[config.mk]
export PLATFORM = sky130hd
export DESIGN_NAME = lcd_reader
export DESIGN_NICKNAME = d
export VERILOG_FILES = /design/src/rtl/lcd_reader.sv
export SDC_FILE = /design/constraint.sdc
export NUM_CORES = 1
export LEC_CHECK = 0
export CAP_MARGIN = 20
export CORE_ASPECT_RATIO = 1.1
export CORE_MARGIN = 4
export CORE_UTILIZATION = 40
export DETAILED_ROUTE_END_ITERATION = 12
export DONT_BUFFER_PORTS = 1
export SLEW_MARGIN = 20
export SYNTH_ARGS = -nofsm -noshare
export SYNTH_HDL_FRONTEND = slang
export SYNTH_SLANG_ARGS = --single-unit
[constraint.sdc]
create_clock -name CLK -period 2.4 [get_ports CLK]
set_input_delay 0.48 -clock CLK [delete_from_list [all_inputs] [get_ports CLK]]
set_output_delay 0.48 -clock CLK [all_outputs]
set_load 0.01 [all_outputs]
[src/rtl/lcd_reader.sv]
//==============================================================================
// Module  : lcd_reader
// Brief   : HD44780 4-bit read transaction (busy flag/address or RAM data byte)
// Rev     : 1.0  initial release
//==============================================================================
`timescale 1ns/1ps
`default_nettype none

module lcd_reader #(
    parameter int T_SETUP = 5,   // 1..255
    parameter int T_EHIGH = 20,  // 1..255
    parameter int T_GAP   = 50,  // 1..255
    parameter int T_HOLD  = 5    // 1..255
) (
    input  logic       CLK,
    input  logic       RST_N,
    input  logic       START,
    input  logic       RS_SEL,
    input  logic [3:0] SF_D_IN,
    output logic       SF_D_OE,
    output logic       LCD_E,
    output logic       LCD_RS,
    output logic       LCD_RW,
    output logic       BUSY,
    output logic       DONE,
    output logic [7:0] RD_DATA
);

    // Each phase loads N-1 so it lasts exactly N cycles, leaving on count 0.
    localparam logic [7:0] c_setup_ld = 8'(T_SETUP - 1);
    localparam logic [7:0] c_ehigh_ld = 8'(T_EHIGH - 1);
    localparam logic [7:0] c_gap_ld   = 8'(T_GAP - 1);
    localparam logic [7:0] c_hold_ld  = 8'(T_HOLD - 1);

    typedef enum logic [2:0] {
        S_IDLE  = 3'd0,
        S_SETUP = 3'd1,
        S_E1    = 3'd2,
        S_GAP   = 3'd3,
        S_E2    = 3'd4,
        S_HOLD  = 3'd5,
        S_DONE  = 3'd6
    } state_t;

    state_t     r_state;
    logic [7:0] r_cnt;
    logic       w_cnt_zero;

    assign w_cnt_zero = (r_cnt == 8'd0);

    always_ff @(posedge CLK or negedge RST_N) begin
        if (!RST_N) begin
            r_state <= S_IDLE;
            r_cnt   <= 8'd0;
            LCD_E   <= 1'b0;
            LCD_RS  <= 1'b0;
            LCD_RW  <= 1'b0;
            SF_D_OE <= 1'b1;
            BUSY    <= 1'b0;
            DONE    <= 1'b0;
            RD_DATA <= 8'd0;
        end else begin
            DONE <= 1'b0;
            case (r_state)
                S_IDLE: begin
                    if (START) begin
                        LCD_RS  <= RS_SEL;
                        LCD_RW  <= 1'b1;
                        SF_D_OE <= 1'b0;
                        BUSY    <= 1'b1;
                        r_cnt   <= c_setup_ld;
                        r_state <= S_SETUP;
                    end
                end
                S_SETUP: begin
                    if (w_cnt_zero) begin
                        LCD_E   <= 1'b1;
                        r_cnt   <= c_ehigh_ld;
                        r_state <= S_E1;
                    end else begin
                        r_cnt <= r_cnt - 8'd1;
                    end
                end
                S_E1: begin
                    // Sample on the edge that drops E: data has been valid the longest.
                    if (w_cnt_zero) begin
                        LCD_E        <= 1'b0;
                        RD_DATA[7:4] <= SF_D_IN;
                        r_cnt        <= c_gap_ld;
                        r_state      <= S_GAP;
                    end else begin
                        r_cnt <= r_cnt - 8'd1;
                    end
                end
                S_GAP: begin
                    if (w_cnt_zero) begin
                        LCD_E   <= 1'b1;
                        r_cnt   <= c_ehigh_ld;
                        r_state <= S_E2;
                    end else begin
                        r_cnt <= r_cnt - 8'd1;
                    end
                end
                S_E2: begin
                    if (w_cnt_zero) begin
                        LCD_E        <= 1'b0;
                        RD_DATA[3:0] <= SF_D_IN;
                        r_cnt        <= c_hold_ld;
                        r_state      <= S_HOLD;
                    end else begin
                        r_cnt <= r_cnt - 8'd1;
                    end
                end
                S_HOLD: begin
                    if (w_cnt_zero) begin
                        DONE    <= 1'b1;
                        BUSY    <= 1'b0;
                        LCD_RW  <= 1'b0;
                        LCD_RS  <= 1'b0;
                        SF_D_OE <= 1'b1;
                        r_state <= S_DONE;
                    end else begin
                        r_cnt <= r_cnt - 8'd1;
                    end
                end
                S_DONE: begin
                    r_state <= S_IDLE;
                end
                default: begin
                    r_state <= S_IDLE;
                end
            endcase
        end
    end

endmodule

`default_nettype wire

==> qor_table.md, run 1 <==
| Item | Value | Unit |
|---|---|---|
| Result of the run | finished, final reports clean | - |
| Portion of total power attributed to the clock network | 19.4 | % |
| Grt total ovfl | 0 | - |
| Routed wirelength normalized by instance count | 16.1 | um |
| Adder-cell area share of the yosys netlist | 0.951 | % |
| Antenna-violating nets left | 0 | - |
| Worst supply voltage drop on vdd | 0.000469 | V |
| Clock period minus worst slack | 2.07 | ns |
| Area of the core region | 0.00310 | mm^2 |
| TritonCTS Sinks | 24 | - |
| Count of final max-slew check failures | 0 | - |
| Detailed placer's ending HPWL | 1.91 | mm |
| Total wire length after detailed routing | 2.66 | mm |
| Tightest slew margin relative to the limit | 61.6 | % |
| Vertical die dimension | 68.2 | um |
| F_max | 484 | MHz |
| Net Count, Synth | 143 | - |
| Max-capacitance violation count | 0 | - |
| Die footprint | 0.00427 | mm^2 |
| Die span in x | 62.7 | um |
| Setup crit start kind | flop | - |
| P&R area growth vs syn | 4.94 | % |
| Setup TNS | 0 | ns |
| Count of endpoints failing setup in the final report | 0 | - |
| Number of distinct library cell variants in the gate-level netlist after synthesis | 41 | - |
| Overall via count from detail_route | 988 | - |
| Mapped Avg Cell Area | 9.82 | um^2 |
| Fin util | 44.6 | % |
| DRC violation count after routing | 0 | - |
| # port buffers | 0 | - |
| Most common library cell in the layout ignoring fill and taps | dfrtp_1 | - |
| Timing startpoint of the critical path | r_cnt[0] | - |
| Worst setup path category | flop to flop | - |
| Global-route wire length before repair | 4.81 | mm |
| Dominant cells by area after synthesis | dfrtp_1, mux2_4, mux2_2 | - |
| Worst flop-to-flop path startpoint | r_cnt[0] | - |
| Fraction of power spent switching nets | 38.0 | % |
| Part of the power in combinational logic | 33.6 | % |
| Power spent charging and discharging nets | 559 | uW |
| Simple-gate share of the synthesized area | 22.2 | % |
| Path category of the worst min-delay check | input port to asynchronous set/reset pin | - |
| Type of element capturing the critical path | flop | - |
| Number of iterations in the first detailed-routing pass | 5 | - |
| Number of global-route vias before repair | 1002 | - |
| Maximum level of the CTS H-tree | 1 | - |
| Count of yosys warnings during synthesis | 0 | - |
| Final hold viol count | 0 | - |
| Clock tree from TritonCTS | built | - |
| # rows | 21 | - |
| Final weighted congestion in routability-driven placement | 0.928 | - |
| Most used cells in the layout excluding fill and tap cells | dfrtp_1, nand2_1, o21ai_0 | - |
| Total Nets Final | 141 | - |
| Antenna violations before repair | 0 | - |
| Worst path arrival time | 2.28 | ns |
| Starting utilization of the core area | 42.5 | % |
| Fraction of layout instances using a drive strength above 1 | 18.3 | % |
| Number of flip-flops and latches in the synthesized netlist | 24 | - |
| Final period util | 86.1 | % |
| Area share of the largest cell type after synthesis | 43.7 | % |
| Dominant combinational cell family by area after synthesis | simple AND/OR/NAND/NOR gates | - |
| Unrepaired setup endpoints after global routing | false | - |
| Global-route total usage across every layer | 14.2 | % |
| Power density relative to cell area | 1060 | mW/mm^2 |
| Parity-gate share of the synthesized area counting xor and xnor cells | 0 | % |
| Skew-Pair Late Insertion Delay | 0.31 | ns |
| Leakage power total | 0.000595 | uW |
| Clk buf depth | 2 | - |
| Worst-path maximum fanout | 11 | - |
| Diode count | 0 | - |
| Fillcell total | 308 | - |
| Measured slew at the worst slew-check pin | 0.576 | ns |
| Inserted Clock Buffers | 3 | - |
| Compound-gate portion of the synthesized area | 17.4 | % |
| Largest net degree at the start of global routing | 25 | - |
| CTS root buf | clkbuf_4 | - |
| Sequential power share | 47.0 | % |
| Via-per-instance ratio | 5.99 | - |
| CP required | 2.61 | ns |
| Design internal power | 911 | uW |
| Summed instance area of the synthesized netlist | 0.00132 | mm^2 |
| Mapped Cells | 134 | - |
| Multiplexer share of the synthesized area | 9.60 | % |
| Post-CTS setup-driven buffer insertion count | 0 | - |
| Num ports | 22 | - |
| Final worst clock skew | 0.00734 | ns |
| Most area-hungry cell type in the Yosys netlist | dfrtp_1 | - |
| Sequential area share after synthesis | 45.7 | % |
| Worst-path clk slew | 0.13 | ns |
| Iteration-0 DRC Markers | 44 | - |
power by group through the flow:
stage	combinational (uW)	sequential (uW)	clock [uW]
after CTS	494	690	296
after global routing	571	718	320
after floorplan	488	611	0
after global placement	472	692	0
final	494	691	286
after detailed placement	483	698	0
metal layers:
metal / GRT usage [%] / wire, um / vias up
li1: - / - / 478
met1: 18.8 / 1240 / 474
met2: 22.8 / 1230 / 34
met3: 3.78 / 165 / 2
met4: 4.68 / 28 / 0
met5: 0 / 0 / -
state kept, by name, summed over array words and instances, names as in the netlist:
signal and cells:
SF_D_OE 1, BUSY 1, RD_DATA 8, LCD_E 1
r_cnt 8, DONE 1, r_state 3, LCD_RS 1
logic make-up after synthesis:
kind of cell    after synthesis
simple gates                 51
compound gates               35
flops                        24
buf+inv                      13
mux                          10
fa+ha+maj                     1
final timing paths:
| kind | slack [ns] | endpoint | cells past startpoint |
|---|---|---|---|
| setup / recovery | 0.33 | RD_DATA[7] | 6 |
| hold / removal | 0.12 | RD_DATA[2] | 1 |
| setup reg to reg | 0.33 | RD_DATA[7] | 6 |
| hold reg to reg | 0.53 | SF_D_OE | 2 |
| max in group asynchronous | 1.91 | SF_D_OE | 1 |
| min in group CLK | 0.30 | RD_DATA[2] | 1 |
metrics by stage:
| stage | instance area, um^2 | hold WS [ns] | worst slack (ns) | power (uW) | std cells |
|---|---|---|---|---|---|
| floorplan | 1320 | 0.184 | 0.547 | 1100 | 134 |
| global placement | 1320 | 0.185 | 0.409 | 1160 | 160 |
| detailed placement | 1320 | 0.185 | 0.353 | 1180 | 160 |
| finish | 1380 | 0.120 | 0.334 | 1470 | 165 |
| CTS | 1390 | 0.294 | 0.341 | 1480 | 165 |
| global route | 1380 | 0.127 | 0.181 | 1610 | 165 |
critical path, stage by stage, from the launching register on:
cell and delay [ns]:
dfrtp_1 0.45, inv_1 0.10, ha_1 0.20, nor3b_4 0.29, and2_2 0.34, nand3_1 0.24
mux2_2 0.35
area by class of cell:
class / count / area [um^2] / area share (%)
multi-input cells: 97 / 661 / 47.8
flip-flops and latches: 24 / 602 / 43.6
well taps: 34 / 42.5 / 3.08
clock inverters: 1 / 30.0 / 2.17
clock buffers: 3 / 22.5 / 1.63
inverters: 5 / 18.8 / 1.36
repair buffers: 1 / 5.00 / 0.362
Yosys cell counts (all sizes together):
master	n
a2111oi	1
a211o	1
a21o	1
a21oi	10
a22o	2
a31oi	1
a32o	2
a32oi	2
and2	1
and3	1
buf	2
clkbuf	6
dfrtp	23
dfstp	1
ha	1
inv	5
mux2	9
mux2i	1
nand2	15
nand2b	4
nand3	3
nor2	9
nor2b	1
nor3	6
nor3b	2
nor4	3
o21a	1
o21ai	11
o21bai	1
o221ai	1
o32a	1
or2	2
or3	3
or4	1
timing repair:
action                                 CTS  global route
resized for setup                        0             0
hold buffers                             1             0
endpoints found under the hold margin   24             0
(Power assumes the default switching activity.)
==> run 2, diff against run 1 <==
- PLACE_DENSITY: unset -> 0.6
==> results of run 2 <==
The final DEF is identical to that of run 1; final timing and power are the same.
==> run 3, diff against run 2 <==
- CTS_BUF_LIST: unset -> sky130_fd_sc_hd__clkbuf_4 sky130_fd_sc_hd__clkbuf_8
==> results of run 3 <==
The final DEF is identical to that of run 1; final timing and power are the same.
